## config.mk

```make
export PLATFORM = sky130hd
export DESIGN_NAME = reset_monitor_flat
export DESIGN_NICKNAME = d
export VERILOG_FILES = /design/src/rtl/reset_monitor_if.sv /design/src/rtl/reset_monitor.sv /design/src/flat_wrapper.sv
export SDC_FILE = /design/constraint.sdc
export NUM_CORES = 1
export LEC_CHECK = 0
export BUFFER_PORTS_ARGS = -buffer_cell sky130_fd_sc_hd__buf_2
export CORE_MARGIN = 2
export CORE_UTILIZATION = 25
export DETAILED_ROUTE_END_ITERATION = 10
export GPL_ROUTABILITY_DRIVEN = 1
export PLACE_DENSITY = 0.36
export SLEW_MARGIN = 30
export SYNTH_ARGS = -nofsm -noshare
export SYNTH_HDL_FRONTEND = slang
export SYNTH_SLANG_ARGS = --single-unit
```

## constraint.sdc

```tcl
create_clock -name clk -period 3.85 [get_ports clk]
set_input_delay 0.385 -clock clk [delete_from_list [all_inputs] [get_ports clk]]
set_output_delay 0.385 -clock clk [all_outputs]
set_load 0.05 [all_outputs]
```

## src/rtl/reset_monitor_if.sv

```systemverilog
// reset_monitor_if: board power/reset pins in, synchronous reset and status out
interface reset_monitor_if;
  logic pwr;
  logic rst;
  logic rst_sync;
  logic ready;
  logic [1:0] state;
  logic fault;
  logic [7:0] fault_cnt;
  modport master (output pwr, rst, input rst_sync, ready, state, fault, fault_cnt);
  modport slave (input pwr, rst, output rst_sync, ready, state, fault, fault_cnt);
endinterface

```

## src/rtl/reset_monitor.sv

```systemverilog
// reset_monitor: debounces power/reset pins, sequences a clean internal reset, counts disorderly power loss
module reset_monitor #(
  parameter bit RESETHL = 1'b0,
  parameter int tDB = 16,
  parameter int tHOLD = 1000
) (
  input logic clk,
  input logic rstn,
  reset_monitor_if.slave bus
);
  localparam int DW = tDB > 1 ? $clog2(tDB) : 1;
  localparam int HW = tHOLD > 1 ? $clog2(tHOLD) : 1;
  localparam logic [1:0] DB_RST = 2'b10;
  typedef enum logic [1:0] {OFF, PWR, HOLD, RUN} state_t;
  state_t state;
  logic rst_a;
  logic [1:0] raw, s1, s2, db;
  logic [DW-1:0] cnt [2];
  logic [HW-1:0] hold_cnt;
  logic fault;
  logic [7:0] fault_cnt;
  assign rst_a = RESETHL ? bus.rst : ~bus.rst;
  assign raw = {rst_a, bus.pwr};
  // bit 0 is the power path, bit 1 the reset-asserted path
  always_ff @(posedge clk or negedge rstn)
    if (!rstn) begin
      s1 <= DB_RST;
      s2 <= DB_RST;
      db <= DB_RST;
      cnt <= '{default: '0};
    end else begin
      s1 <= raw;
      s2 <= s1;
      for (int i = 0; i < 2; i++) begin
        if (s2[i] == db[i]) cnt[i] <= '0;
        else if (cnt[i] == DW'(tDB - 1)) begin
          db[i] <= s2[i];
          cnt[i] <= '0;
        end else cnt[i] <= cnt[i] + 1'b1;
      end
    end
  // power loss wins over every other transition; only HOLD/RUN with reset released is a fault
  always_ff @(posedge clk or negedge rstn)
    if (!rstn) begin
      state <= OFF;
      hold_cnt <= '0;
      fault <= 1'b0;
      fault_cnt <= '0;
    end else begin
      fault <= 1'b0;
      hold_cnt <= hold_cnt + 1'b1;
      if (state != OFF && !db[0]) begin
        state <= OFF;
        if ((state == HOLD || state == RUN) && !db[1]) begin
          fault <= 1'b1;
          fault_cnt <= fault_cnt + 8'(fault_cnt != 8'hff);
        end
      end else
        case (state)
          OFF: if (db[0]) state <= PWR;
          PWR: if (!db[1]) begin
            state <= HOLD;
            hold_cnt <= '0;
          end
          HOLD: state <= db[1] ? PWR : hold_cnt == HW'(tHOLD - 1) ? RUN : HOLD;
          default: if (db[1]) state <= PWR;
        endcase
    end
  assign bus.rst_sync = state != RUN;
  assign bus.ready = state == RUN;
  assign bus.state = state;
  assign bus.fault = fault;
  assign bus.fault_cnt = fault_cnt;
endmodule

```

## src/flat_wrapper.sv

```systemverilog
// flat-port wrapper written by rule: the top's interface ports become plain ports
module reset_monitor_flat 
#(
  parameter bit RESETHL = 1'b0,
  parameter int tDB = 16,
  parameter int tHOLD = 1000
)
  (clk, rstn, bus_pwr, bus_rst, bus_rst_sync, bus_ready, bus_state, bus_fault, bus_fault_cnt);
  reset_monitor_if bus_i ();
  input logic clk;
  input logic rstn;
  input wire logic [$bits(bus_i.pwr)-1:0] bus_pwr;
  input wire logic [$bits(bus_i.rst)-1:0] bus_rst;
  output wire logic [$bits(bus_i.rst_sync)-1:0] bus_rst_sync;
  output wire logic [$bits(bus_i.ready)-1:0] bus_ready;
  output wire logic [$bits(bus_i.state)-1:0] bus_state;
  output wire logic [$bits(bus_i.fault)-1:0] bus_fault;
  output wire logic [$bits(bus_i.fault_cnt)-1:0] bus_fault_cnt;
  assign bus_i.pwr = bus_pwr;
  assign bus_i.rst = bus_rst;
  assign bus_rst_sync = bus_i.rst_sync;
  assign bus_ready = bus_i.ready;
  assign bus_state = bus_i.state;
  assign bus_fault = bus_i.fault;
  assign bus_fault_cnt = bus_i.fault_cnt;
  reset_monitor #(.RESETHL(RESETHL), .tDB(tDB), .tHOLD(tHOLD)) u_core (.clk(clk), .rstn(rstn), .bus(bus_i));
endmodule
```

; ---- After elaboration in Yosys (flattened, before gate mapping)
; Cells that the tools add are included.
[word_totals]
regBits = 35
output_inout_bits = 13
word_cells = 57
[op_classes]
n_reduce_logical = 12
bitwise = 3
mux = 16
n_eq_ne = 12
n_addsub = 4
[ops]
columns = operator, count
row1 = 10-bit 2-to-1 mux, 3
row2 = 4-bit 2-to-1 mux, 4
row3 = 10-bit by 1-bit adder with 10-bit output (second input constant), 1
row4 = 10-bit equality test (second input constant), 1
row5 = 2-bit 2-to-1 mux, 5
row6 = 4-bit by 1-bit adder with 4-bit output (second input constant), 2
row7 = 8-bit by 1-bit adder with 8-bit output, 1
row8 = 4-bit equality test (second input constant), 2
row9 = 8-bit != test (second input constant), 1
row10 = 2-bit case mux with 3 select lines, 1
row11 = 2-bit AND reduction, 3
row12 = 5-bit nonzero test, 1
row13 = 2-bit equality test (second input constant), 2
row14 = 1-bit 2-to-1 mux, 3
row15 = 3-bit by 1-bit != test with 1-bit output (second input constant), 1
row16 = 3-bit != test (second input constant), 1
row17 = 1-bit inverter, 3
row18 = 3-bit AND reduction, 1
row19 = 1-bit equality test, 2
row20 = 2-bit by 1-bit equality test with 1-bit output (second input constant), 1
row21 = 1-bit logical AND, 2
row22 = 1-bit logical NOT, 2
row23 = 2-bit logical NOT, 1
row24 = 2-bit != test (second input constant), 1
row25 = 2 further kinds, 2

; ---- Depth between registers and ports, before layout
; Gate-level depths: netlist of the first run.
[logic_depth]
ltp_word = 5
ltp_mapped = 7
ltp_nobuf = 7

; ---- Worst setup path before layout of the first run
; Ideal clock, no wire load.
[synth_timing]
path_kind = register -> register
from = register u_core.state[0] (netlist: u_core.bus.state[0])
to = register u_core.fault_cnt[0] (netlist: u_core.bus.fault_cnt[0])
t_arrival_ns = 1.980
required_ns = 3.722
period_less_slack_ns = 2.108
path_slack_ns = 1.742
path_buffers = 1
stages_incl_launch_ff = 7
path_cell_list = dfrtp_1 inv_1 ha_1 or3_1 buf_6 nor2_2 mux2_1
[synth_between]
elab_chain_cells = 4
elab_cells_between_ends = 7
[synth_lines]
columns = item, line
row1 = "start, declared", reset_monitor.sv:15  ; state_t state;
row2 = "start signal, assigned", reset_monitor.sv:65  ; HOLD: state <= db[1] ? PWR : hold_cnt == HW'(tHOLD - 1) ? RUN : HOLD;
row3 = 2-bit equality test, reset_monitor.sv:54  ; if ((state == HOLD || state == RUN) && !db[1]) begin
row4 = 1-bit logical OR, reset_monitor.sv:54
row5 = 1-bit logical AND, reset_monitor.sv:54
row6 = 2-bit AND reduction (no source line) (*), --
row7 = "end signal, assigned", reset_monitor.sv:56  ; fault_cnt <= fault_cnt + 8'(fault_cnt != 8'hff);
row8 = "end, declared", reset_monitor.sv:21  ; logic [7:0] fault_cnt;
; Every way passes the cells marked *; elsewhere a longest branch is shown, timed or not.
; A chain may end at the register's enable or synchronous reset.

; ---- Final worst setup path of the first run
[layout_timing]
from = register u_core.state[0] (netlist: u_core.bus.state[0])
to = register u_core.fault_cnt[1] (netlist: u_core.bus.fault_cnt[1])
; Same word-level chain as after synthesis.

==> flow_results.org, run 1 <==
** Final layout
- At the end of the flow the core is filled with cells to 30.1%.
- Leaving out filler cells and counting taps, the final layout contains 246.
- After filler insertion, the fill cell instance count of the layout stands at 665.
- Ant. Diodes :: 0
- Proportion of layout cells with a drive suffix above 1 :: 22.5%
- In the final design database the tool counted 181 nets.
- Relative to the synthesized area, the layout overhead comes to 15.0%.
- Summing all non-filler instances in the final layout gives an area of 0.00194 mm².

** Timing
- Across the routed clock network, the largest skew measured is 0.00481 ns.
- For the finished layout, the period the worst path requires is 1.94 ns.
- RSZ-0062 raised after global routing :: false
- For this run, the top clock speed supported by timing is 515 MHz.
- Number of setup violations in the final report :: 0
- Number of max-slew violations in the final report :: 0
- The worst pin sits at a relative slew slack of 45.8%.
- Total negative slack :: 0 ns
- Final-report hold violation count :: 0
- The worst path meets setup with 1.91 ns of slack.
- Transition at the pin with the smallest max-transition slack :: 0.813 ns
- Fraction of the cycle the final worst path needs :: 50.4%

** Drt
- In this run the remaining antenna-violating nets after routing total 0.
- Final routed wirelength across all metal layers :: 3.20 mm
- Number of iterations in the first detailed-routing pass :: 4
- Total vias in the final route :: 1153
- After detailed routing, the average wire length per cell comes to 13.0 µm.
- Post-detailed-route DRC marker count :: 0
- Vias per std cell :: 4.69
- In this run, the number of DRC markers left after iteration 0 of detailed routing was 38.

** Clocking
- Post-cts gate resize count :: 0
- Source-to-sink clock delay at the later pin of the worst-skew pair :: 0.28 ns
- Once the clock tree was built, the setup fixing pass inserted 0 buffers.
- The clock tree synthesis step divided the H-tree into 2 levels.
- Maximum number of buffers from clock root to sink :: 2
- In this run, CTS created clock tree buffers numbering 5.
- Clock tree synthesis selected as its root buffer the cell sky130_fd_sc_hd__clkbuf_8.
- TritonCTS built the clock tree.
- The clock net in this run drives a total of 35 sinks.
- Hold bufs inserted after CTS :: 0
- Clk pin slew, worst setup/hold paths :: 0.07 ns

** Logic synthesis
- Post-Synthesis Mean Instance Area :: 11.5 µm²
- Of the total synthesized cell area, the portion taken by AND, OR, NAND and NOR gates is 19.5%.
- Unique cell type count in the Yosys netlist :: 35
- The cell area that synthesis handed to floorplanning was 0.00169 mm².
- Net Count, Synth :: 160
- Area share of fa/ha/maj cells after synthesis :: 6.67%
- For this run, the register share of the synthesized area comes to 52.1%.
- After Yosys synthesis, XOR and XNOR cells account for 6.74% of the synthesized area.
- Multiplexer share of the synthesized area :: 2.67%
- By area, the combinational part of the netlist is dominated by simple AND/OR/NAND/NOR gates.
- Synthesis-stage register bit count :: 35
- Number of warnings reported in the yosys synthesis log :: 0
- Synthesized-area fraction occupied by ao, oa, aoi and oai cells :: 9.04%
- The cell count after synthesis came out at 147.

** Floorplan
- I/O Pins :: 17
- In this run the standard cell core region covers 0.00646 mm².
- For this configuration, the core starts out at a cell density of 26.2%.
- Placement row count :: 29
- Area of the die :: 0.00743 mm²
- Floorplan die height :: 86.2 µm
- The die is 86.2 µm wide.

** GRT
- Pin count of the biggest net entering global routing :: 36
- Number of antenna violations at the first check in global routing :: 0
- The first global-routing pass estimated 5.60 mm of wire.
- Global-route congestion overflow total :: 0
- Via count of the first global-routing pass :: 1144
- Global routing used 9.71% of the available tracks.

** Critical path
- For this design, the slowest cell found on the critical path is sky130_fd_sc_hd__or3_1.
- Together, buffers and inverters on the worst path number 1.
- STA classifies the critical path startpoint as a flop.
- Walking the worst path, the cells encountered are inv_1, ha_1, or3_1, nor2_2, mux2_1.
- STA puts the critical path data required time at 4.01 ns.
- STA puts the critical path data arrival time at 2.11 ns.
- Broken down by cell family, the worst path's largest delay share belongs to simple AND/OR/NAND/NOR gates.
- Biggest cell delay along the critical path :: 0.49 ns
- Crit path max fanout :: 7
- STA classifies the critical path endpoint as a flop.
- The worst setup path is of the flop to flop kind.

** Flow run
- Max-capacitance violation count :: 0

** Pwr
- Worst IR Drop VDD :: 0.208 mV
- For this design the ratio of total power to cell area is 443 mW/mm².
- Leakage :: 0.888 nW

** Status
- The run finished with clean final reports.

** Place
- Prior to clock tree synthesis, the placed netlist has a worst setup slack of 1.91 ns.
- Detailed placement ended at an HPWL of 2.25 mm.
- Cell area after placement :: 0.00184 mm²
- Routability-driven placement finished with a final weighted congestion of 0.874.
- Counting tap cells, the placed design contains a total of 238 instances.
- Input and output buffers added on the ports amount to 16.

** Min path
- The tightest min-delay check is of the input pin to asynchronous set/reset pin type.
-- where the power goes --
group | total, mW | internal, mW | switching, mW
clock | 0.291 | 0.163 | 0.127
sequential | 0.458 | 0.410 | 0.0474
combinational | 0.113 | 0.0501 | 0.0633
-- cell usage in the layout (no fill, tap or decap), drive strengths merged, types with 6 or more instances in the layout --
cell     n
nand4    6
ha       9
a21oi   10
xor2     7
buf     16
xnor2    6
clkbuf   8
o21ai    6
nand3    6
nor2     9
inv      9
dfrtp   32
-- per-stage QoR --
step                      hold WS (ns)  power [mW]
after global placement           0.334       0.574
after global routing             0.192       0.923
after CTS                        0.197       0.876
final                            0.189       0.862
after floorplan                 0.0894       0.542
after detailed placement         0.338       0.578
-- synth_stat cells --
| master | count | share of area [%] |
|---|---|---|
| sky130_fd_sc_hd__a21o_1 | 1 | 0.44 |
| sky130_fd_sc_hd__a21bo_2 | 1 | 0.59 |
| sky130_fd_sc_hd__dfstp_2 | 3 | 4.7 |
| sky130_fd_sc_hd__nor2_2 | 2 | 0.74 |
| sky130_fd_sc_hd__o21ai_0 | 6 | 1.8 |
| sky130_fd_sc_hd__nand2b_1 | 1 | 0.37 |
| sky130_fd_sc_hd__nor3b_1 | 2 | 0.89 |
| sky130_fd_sc_hd__nor3b_2 | 1 | 0.74 |
| sky130_fd_sc_hd__o22ai_1 | 1 | 0.37 |
| sky130_fd_sc_hd__inv_1 | 9 | 2.0 |
| sky130_fd_sc_hd__nor3_1 | 3 | 0.89 |
| sky130_fd_sc_hd__or4_1 | 2 | 0.89 |
| sky130_fd_sc_hd__xnor2_1 | 6 | 3.1 |
| sky130_fd_sc_hd__mux2_1 | 2 | 1.3 |
| sky130_fd_sc_hd__nor2_1 | 7 | 1.6 |
| sky130_fd_sc_hd__dfrtp_1 | 32 | 47 |
| sky130_fd_sc_hd__nor2b_1 | 3 | 1.1 |
| sky130_fd_sc_hd__nand4b_1 | 3 | 1.6 |
| sky130_fd_sc_hd__o32ai_1 | 2 | 1.0 |
| sky130_fd_sc_hd__nand2_1 | 4 | 0.89 |
| sky130_fd_sc_hd__a21oi_1 | 10 | 3.0 |
| sky130_fd_sc_hd__nand4_1 | 6 | 2.2 |
| sky130_fd_sc_hd__or2_2 | 1 | 0.37 |
| sky130_fd_sc_hd__and2b_2 | 1 | 0.52 |
| sky130_fd_sc_hd__nor4_2 | 3 | 2.2 |
| sky130_fd_sc_hd__nand3_1 | 6 | 1.8 |
| sky130_fd_sc_hd__buf_6 | 2 | 1.3 |
| sky130_fd_sc_hd__ha_1 | 9 | 6.7 |
| sky130_fd_sc_hd__mux2_2 | 2 | 1.3 |
| sky130_fd_sc_hd__nor4_4 | 1 | 1.3 |
| sky130_fd_sc_hd__o31a_1 | 1 | 0.52 |
| sky130_fd_sc_hd__xor2_1 | 7 | 3.6 |
| sky130_fd_sc_hd__or3_1 | 4 | 1.5 |
| sky130_fd_sc_hd__a21boi_0 | 1 | 0.44 |
| sky130_fd_sc_hd__o31ai_1 | 2 | 0.89 |
-- area by class of cell --
cell class	count	area, µm²	share of cell area [%]
Multi-Input combinational cell	101	753	38.8
Sequential cell	35	880	45.3
Tap cell	77	96.3	4.96
Timing Repair Buffer	16	80.1	4.12
Clock buffer	8	100	5.15
Inverter	9	33.8	1.74
-- flip-flops by register name, summed over array words and instances (netlist names) --
signal / cells
u_core.bus.fault: 1
u_core.bus.fault_cnt: 8
u_core.bus.state: 2
u_core.cnt: 8
u_core.db: 2
u_core.hold_cnt: 10
u_core.s1: 2
u_core.s2: 2
-- cell families after synthesis --
| logic type | after synthesis |
|---|---|
| mux | 4 |
| xor+xnor | 13 |
| buf+inv | 11 |
| compound gates | 25 |
| fa+ha+maj | 9 |
| flops | 35 |
| simple gates | 50 |
-- final timing paths --
check,endpoint,depth (start not counted),slack (ns),startpoint
min in group clk,u_core.s1[1]$_DFF_PN1_,2,0.20,bus_rst
max reg2reg,u_core.bus.fault_cnt[1]$_DFFE_PN0P_,5,1.91,u_core.bus.state[0]$_DFFE_PN0P_
max in group asynchronous,u_core.hold_cnt[8]$_DFF_PN0_,1,3.15,rstn
min,u_core.cnt[6]$_DFF_PN0_,1,0.19,rstn
max,u_core.bus.fault_cnt[1]$_DFFE_PN0P_,5,1.91,u_core.bus.state[0]$_DFFE_PN0P_
min reg2reg,u_core.s2[0]$_DFF_PN0_,0,0.35,u_core.s1[0]$_DFF_PN0_
-- metal layers --
layer | track usage [%] | share of wire, %
met5 | 0 | 0
met4 | 3.84 | 1.8
met3 | 3.33 | 4.9
met2 | 14.4 | 43
met1 | 13.0 | 50
Power figures use the tool's default switching activity.
==> run 2: changes to the inputs <==
==> constraint.sdc (replaced) <==
create_clock -name clk -period 1.95 [get_ports clk]
set_input_delay 0.195 -clock clk [delete_from_list [all_inputs] [get_ports clk]]
set_output_delay 0.195 -clock clk [all_outputs]
set_load 0.05 [all_outputs]
==> flow_results.org, run 2 (synthesis gave the netlist of run 1 again) <==
** Timing
- The part of the cycle the worst path needs came to 90.9% (+40 points).
- Final-report hold violation count :: 18 (+18)
- FMAX :: 564 MHz (+9.6%)
- The actual transition at the worst max-transition pin was 0.776 ns (-0.0365 ns).
- The worst-case hold slack came to -0.0112 ns (-0.200 ns).
- Setup clock skew after layout :: 0.00283 ns (-0.00198 ns)
- The number of endpoints failing setup at the final stage is 0 (unchanged).
- Number of max-slew violations in the final report :: 0 (unchanged)
- The setup TNS after final layout came to 0 ns (unchanged).
- Setup repair after global routing left no endpoint under its margin.
- Minimum period implied by the final worst setup slack :: 1.77 ns (-0.169 ns)
- Worst relative slew slack :: 48.3% (+2.4 points)

** Status
- Violated checks :: negative hold slack
- Run status :: finished, violations left

** Clocking
- CTS placed an instance of sky130_fd_sc_hd__clkbuf_8 at the clock tree root.
- Clk pin slew, worst setup/hold paths :: 0.07 ns (about the same)
- The post-CTS resize count was 0 (unchanged).
- The H-tree level count is 2 (unchanged).
- The buffers inserted during post-CTS setup optimization came to 0 (unchanged).
- The clock latency of the later-clocked register in the worst-skew pair was 0.28 ns (about the same).
- The number of buffers on the longest clock path came to 2 (unchanged).
- The number of buffers added to fix hold violations after cts came to 0 (unchanged).
- The total clock sinks came to 35 (unchanged).
- Clock tree from TritonCTS :: done
- Number of buffers inserted during clock tree synthesis :: 5 (unchanged)

** GRT
- The initial antenna violation count was 0 (unchanged).
- Via count of the first global-routing pass :: 1179 (+3.1%)
- The largest net degree at the start of global routing was 36 (unchanged).
- Global-route congestion overflow total :: 0 (unchanged)
- Aggregate global-route resource usage :: 9.72% (+0.014 points)
- First-pass GRT wire length :: 5.62 mm (+0.25%)

** Critical path
- WP data required :: 2.16 ns (-1.85 ns)
- The setup path with the least slack is of type flop to flop.
- STA classifies the critical path startpoint as a flop.
- The worst setup path is captured at a flop.
- The largest fanout of any net on the critical path is 6 (-1).
- The worst register-to-register path begins at u_core.bus.state[0]$_DFFE_PN0P_.
- Endpoint of the most critical register-to-register path :: u_core.bus.fault_cnt[6]$_DFFE_PN0P_
- Data arrival time of the critical path :: 1.98 ns (-0.13 ns)
- The number of cells on the worst reg-to-reg path came to 6 (+1).
- The slack of the worst reg-to-reg path came to 0.18 ns (-1.73 ns).

** Pwr
- The cell internal power dissipation is 1.23 mW (+98%).
- Power density of the placed cells :: 856 mW/mm² (+93%)
- The register share of total power came to 53.2% (about the same).
- Sw Share :: 27.4% (-0.26 points)
- The leakage power of the design came to 0.894 nW (+0.68%).
- The share of total power in combinational logic was 13.3% (about the same).
- The switching power was 464 µW (+95%).
- Fraction of power consumed by the clock network :: 33.6% (about the same)
- The maximum vdd drop is 0.422 mV (+100%).

** Drt
- The length of the first detailed-routing pass in iterations is 4 (unchanged).
- Starting DRT DRC Count :: 27 (-29%)
- Average wire length per cell after detail routing :: 12.5 µm (-3.5%)
- The total via count after detailed routing is 1149 (-0.35%).
- The mean number of vias per cell was 4.60 (-1.9%).
- Post-detailed-route DRC marker count :: 0 (unchanged)
- The routed wire length was 3.14 mm (-1.9%).
- Final antenna-violating net count :: 0 (unchanged)

** Place
- The placed wire-length estimate came to 2.31 mm (+2.7%).
- GPL Wtd Cong :: 0.702 (-20%)
- The port buffer count is 16 (unchanged).

** Final layout
- Count of filler cells inserted in the layout :: 669 (+0.60%)
- More flip-flops sit in one register than any other, and that register is u_core.hold_cnt.
- In the final layout, the registers with the most flip-flops are u_core.hold_cnt: 10 flops, u_core.bus.fault_cnt: 8 flops, u_core.cnt: 8 flops.
- The top cell types in the final layout, fill and taps aside, are sky130_fd_sc_hd__dfrtp_1 (26), sky130_fd_sc_hd__buf_2 (16), sky130_fd_sc_hd__a21oi_1 (10).
- Number of nets in the finished design :: 185 (+2.2%)
- The flip-flop count of the largest register after layout came to 10 (unchanged).
- Leading cell type in the layout, fill and taps excluded :: sky130_fd_sc_hd__dfrtp_1
- Ant. Diodes :: 0 (unchanged)
- Proportion of layout cells with a drive suffix above 1 :: 28.3% (+5.8 points)
- Post-synthesis to final-layout area growth :: 17.4%

** Floorplan
- The floorplan core area is 0.00646 mm² (unchanged).
- The die area came to 0.00743 mm² (unchanged).
- The number of rows in the core area is 29 (unchanged).
- The I/O pin total came to 17 (unchanged).
- The die extent in x came to 86.2 µm (unchanged).
- Initial Util :: 26.2% (unchanged)
- Floorplan die height :: 86.2 µm (unchanged)

** Min path
- In this run the worst hold path is classified as input pin to asynchronous set/reset pin.

** Flow run
- Max-capacitance violation count :: 0 (unchanged)
run 2: critical path, cell delays in order (launching register included):
cell and delay (ns):
sky130_fd_sc_hd__dfrtp_2 0.40, sky130_fd_sc_hd__inv_1 0.09, sky130_fd_sc_hd__ha_1 0.25, sky130_fd_sc_hd__or3_1 0.36, sky130_fd_sc_hd__buf_4 0.19, sky130_fd_sc_hd__nor4_2 0.25, sky130_fd_sc_hd__xor2_1 0.16
run 2: final cells by class:
type	count	area, µm²	area share, %
multi-input cells	101	756	38.1
inverters	9	33.8	1.70
clock buffers	8	100	5.05
flip-flops and latches	35	887	44.7
repair buffers	20	110	5.55
well taps	77	96.3	4.86
run 2: worst max-delay path by stage:
| stage | end | start | slack [ns] |
|---|---|---|---|
| global route | u_core.bus.fault_cnt[6]$_DFFE_PN0P_ | u_core.bus.state[0]$_DFFE_PN0P_ | 0.04 |
| global placement | u_core.bus.fault_cnt[1]$_DFFE_PN0P_ | u_core.bus.fault_cnt[3]$_DFFE_PN0P_ | 0.17 |
| floorplan | u_core.bus.fault_cnt[1]$_DFFE_PN0P_ | u_core.bus.fault_cnt[2]$_DFFE_PN0P_ | 0.005 |
| finish | u_core.bus.fault_cnt[6]$_DFFE_PN0P_ | u_core.bus.state[0]$_DFFE_PN0P_ | 0.18 |
| detailed placement | u_core.bus.fault_cnt[6]$_DFFE_PN0P_ | u_core.bus.state[0]$_DFFE_PN0P_ | 0.18 |
| CTS | u_core.bus.fault_cnt[4]$_DFFE_PN0P_ | u_core.bus.state[0]$_DFFE_PN0P_ | 0.17 |
run 2: layer usage:
layer,vias up,share of wire (%),track usage (%)
li1,570,-,-
met1,548,48,12.2
met2,26,45,15.2
met3,5,5.5,3.62
met4,0,1.7,3.84
met5,-,0,0
run 2: power by group through the flow:
stage / combinational, mW / clock (mW) / sequential (mW)
3_3_place_gp: 0.222 / 0 / 0.910
5_1_grt: 0.264 / 0.646 / 0.913
3_5_place_dp: 0.229 / 0 / 0.913
4_1_cts: 0.230 / 0.608 / 0.899
2_1_floorplan: 0.179 / 0 / 0.892
6_report: 0.225 / 0.570 / 0.902
run 2: metrics by stage:
step                area [µm²]  instances  power, mW  worst slack [ns]  utilization (%)
finish                    1980        250       1.70             0.177             30.7
global route              1980        250       1.82            0.0397             30.7
CTS                       1980        250       1.74             0.169             30.7
detailed placement        1880        242       1.14             0.181             29.2
global placement          1880        242       1.13             0.171             29.2
floorplan                 1700        147       1.07           0.00462                -
==> run 3: changes to the inputs <==
--- a/config.mk
+++ b/config.mk
@@ -10,7 +10,7 @@
 export CORE_UTILIZATION = 25
 export DETAILED_ROUTE_END_ITERATION = 10
 export GPL_ROUTABILITY_DRIVEN = 1
-export PLACE_DENSITY = 0.36
+export PLACE_DENSITY_LB_ADDON = 0.1
 export SLEW_MARGIN = 30
 export SYNTH_ARGS = -nofsm -noshare
 export SYNTH_HDL_FRONTEND = slang
==> flow_results.org, run 3 (synthesis gave the netlist of run 1 again) <==
** Place
- The number of cells after detailed placement was 241 (-0.41%).
- The placed wire-length estimate was 2.29 mm (-0.84%).
- The total cell area at the placement stage was 0.00188 mm² (-0.40%).
- The port buffer count is 16 (unchanged).
- The weighted congestion reported at the end of routability-driven placement is 0.815 (+16%).

** GRT
- Via count of the first global-routing pass :: 1213 (+2.9%)
- The aggregate global routing overflow is 0 (unchanged).
- The overall track demand over capacity in global routing was 9.69% (-0.026 points).
- Pin count of the biggest net entering global routing :: 36 (unchanged)
- Number of antenna violations at the first check in global routing :: 0 (unchanged)
- First-pass GRT wire length :: 5.64 mm (+0.50%)

** Floorplan
- The floorplan core area was 0.00646 mm² (unchanged).
- Floorplan die height :: 86.2 µm (unchanged)
- The I/O pin total was 17 (unchanged).
- Area of the die :: 0.00743 mm² (unchanged)
- Initial Util :: 26.2% (unchanged)
- The die extent in x is 86.2 µm (unchanged).
- The number of rows in the core area is 29 (unchanged).

** Final layout
- The flip-flop count of the largest register after layout was 10 (unchanged).
- Post-synthesis to final-layout area growth :: 17.0%
- Proportion of layout cells with a drive suffix above 1 :: 27.7% (-0.58 points)
- Cell area after layout :: 0.00198 mm² (-0.32%)
- In the final layout, the registers with the most flip-flops are u_core.hold_cnt: 10 flops, u_core.bus.fault_cnt: 8 flops, u_core.cnt: 8 flops.
- Counting flops per register, the top entry is u_core.hold_cnt.
- The total inserted antenna cells is 0 (unchanged).
- The utilization of the core after routing came to 30.6% (-0.097 points).
- Top library cells by usage in the layout, fill and taps aside :: sky130_fd_sc_hd__dfrtp_1 (26), sky130_fd_sc_hd__buf_2 (16), sky130_fd_sc_hd__a21oi_1 (10)
- The net total in the final layout is 185 (unchanged).
- Number of cells in the finished layout apart from fillers :: 250 (unchanged)
- Leading cell type in the layout, fill and taps excluded :: sky130_fd_sc_hd__dfrtp_1

** Timing
- Total negative slack :: 0 ns (unchanged)
- Worst relative slew slack :: 47.9% (-0.40 points)
- Setup clock skew after layout :: 0.0104 ns (+0.00757 ns)
- Number of setup violations in the final report :: 0 (unchanged)
- RSZ-0062 raised after global routing :: false
- The part of the cycle the worst path needs came to 95.0% (+4.1 points).
- The actual transition at the worst max-transition pin came to 0.782 ns (+0.00602 ns).
- Minimum period implied by the final worst setup slack :: 1.85 ns (+0.0794 ns)
- The count of pins over their slew limit was 0 (unchanged).
- Smallest hold slack :: -0.0162 ns (-0.00495 ns)
- FMAX :: 540 MHz (-4.3%)
- Final-report hold violation count :: 16 (-2)

** Clocking
- The number of buffers added to fix hold violations after cts is 0 (unchanged).
- TritonCTS built the clock tree.
- The number of buffers created by CTS came to 5 (unchanged).
- The root buffer cell chosen for the clock tree is sky130_fd_sc_hd__clkbuf_8.
- Number of buffers inserted by post-CTS setup repair :: 0 (unchanged)
- Clk pin slew, worst setup/hold paths :: 0.07 ns (about the same)
- Source-to-sink clock delay at the later pin of the worst-skew pair :: 0.28 ns (about the same)
- The total clock sinks was 35 (unchanged).
- The H-tree level count is 2 (unchanged).
- The post-CTS resize count came to 0 (unchanged).
- The number of buffers on the longest clock path is 2 (unchanged).

** Drt
- Post-detailed-route DRC marker count :: 0 (unchanged)
- The DRC violation total after the first TritonRoute iteration is 32 (+19%).
- The mean number of vias per cell is 4.74 (+3.0%).
- Final routed wirelength across all metal layers :: 3.14 mm (+0.16%)
- The total via count after detailed routing came to 1184 (+3.0%).
- Average wire length per cell after detail routing :: 12.6 µm (+0.16%)
- Number of iterations in the first detailed-routing pass :: 4 (unchanged)
- The post-detailed-route count of antenna-violating nets came to 0 (unchanged).

** Critical path
- Data arrival time of the critical path :: 2.02 ns (+0.04 ns)
- In this run the critical register-to-register path is launched from u_core.bus.state[1]$_DFFE_PN0P_.
- Cell depth of the worst flop-to-flop path :: 5 (-1)
- The slack of the worst reg-to-reg path is 0.1 ns (-0.08 ns).
- The largest fanout of any net on the critical path is 7 (+1).
- The worst setup path is of the flop to flop kind.
- STA classifies the critical path endpoint as a flop.
- CP Launch Type :: flop
- The worst register-to-register path ends at u_core.bus.fault_cnt[1]$_DFFE_PN0P_.
- Critical-path cell with the highest stage delay :: sky130_fd_sc_hd__or3_1
- Biggest cell delay along the critical path :: 0.49 ns (+0.09 ns)
- The required time of the worst setup path was 2.11 ns (-0.05 ns).
- Cell chain of the critical path :: inv_1, ha_1, or3_1, nor2_2, mux2_1

** Flow run
- The count of max-cap constraint violations is 0 (unchanged).

** Pwr
- The maximum vdd drop came to 0.426 mV (+0.97%).
- Leakage :: 0.892 nW (-0.22%)
- Power density of the placed cells :: 843 mW/mm² (-1.5%)

** Status
- Violated checks :: negative hold slack
- The flow ran to the end, but the final reports show violations.

** Min path
- The worst hold path belongs to the class input pin to asynchronous set/reset pin.
[run 3: final cells by class]
class                           instances  area [µm²]
Clock buffer                            7        86.3
Clock inverter                          1        5.00
Fill cell                             674        4480
Inverter                                9        33.8
Multi-Input combinational cell        101         756
Sequential cell                        35         887
Tap cell                               77        96.3
Timing Repair Buffer                   20         113
[run 3: metrics by stage]
step	worst slack, ns	total power, mW	hold slack [ns]
6_report	0.0978	1.67	-0.0162
5_1_grt	0.00664	1.79	0.00644
4_1_cts	0.0968	1.69	0.00207
3_5_place_dp	0.0982	1.14	0.306
3_3_place_gp	0.154	1.13	0.305
2_1_floorplan	0.00462	1.07	-0.101
[run 3: how the worst max path moves through the flow]
| stage | start | to | slack [ns] |
|---|---|---|---|
| 6_report | u_core.bus.state[1]$_DFFE_PN0P_ | u_core.bus.fault_cnt[1]$_DFFE_PN0P_ | 0.1 |
| 5_1_grt | u_core.bus.state[1]$_DFFE_PN0P_ | u_core.bus.fault_cnt[0]$_DFFE_PN0P_ | 0.007 |
| 4_1_cts | u_core.bus.state[1]$_DFFE_PN0P_ | u_core.bus.fault_cnt[1]$_DFFE_PN0P_ | 0.1 |
| 3_5_place_dp | u_core.bus.state[1]$_DFFE_PN0P_ | u_core.bus.fault_cnt[1]$_DFFE_PN0P_ | 0.1 |
| 3_3_place_gp | u_core.bus.state[1]$_DFFE_PN0P_ | u_core.bus.fault_cnt[1]$_DFFE_PN0P_ | 0.15 |
| 2_1_floorplan | u_core.bus.fault_cnt[2]$_DFFE_PN0P_ | u_core.bus.fault_cnt[1]$_DFFE_PN0P_ | 0.005 |
[run 3: layer usage]
metal,global-route usage [%],wire length (µm)
met4,3.84,38
met5,0,0
met3,3.71,165
met2,15.0,1400
met1,12.2,1530
[run 3: worst max-delay path, delay by kind of cell (launching register included)]
family,cells,cell delay (ns)
adders and majority gates,1,0.23
buffers and inverters,1,0.08
DFF,1,0.40
muxes,1,0.33
and+or+nand+nor,2,0.70
[run 3: report_power, final]
part           internal (mW)  switching [mW]
Combinational          0.102           0.129
Clock                  0.285           0.252
Sequential             0.810          0.0885
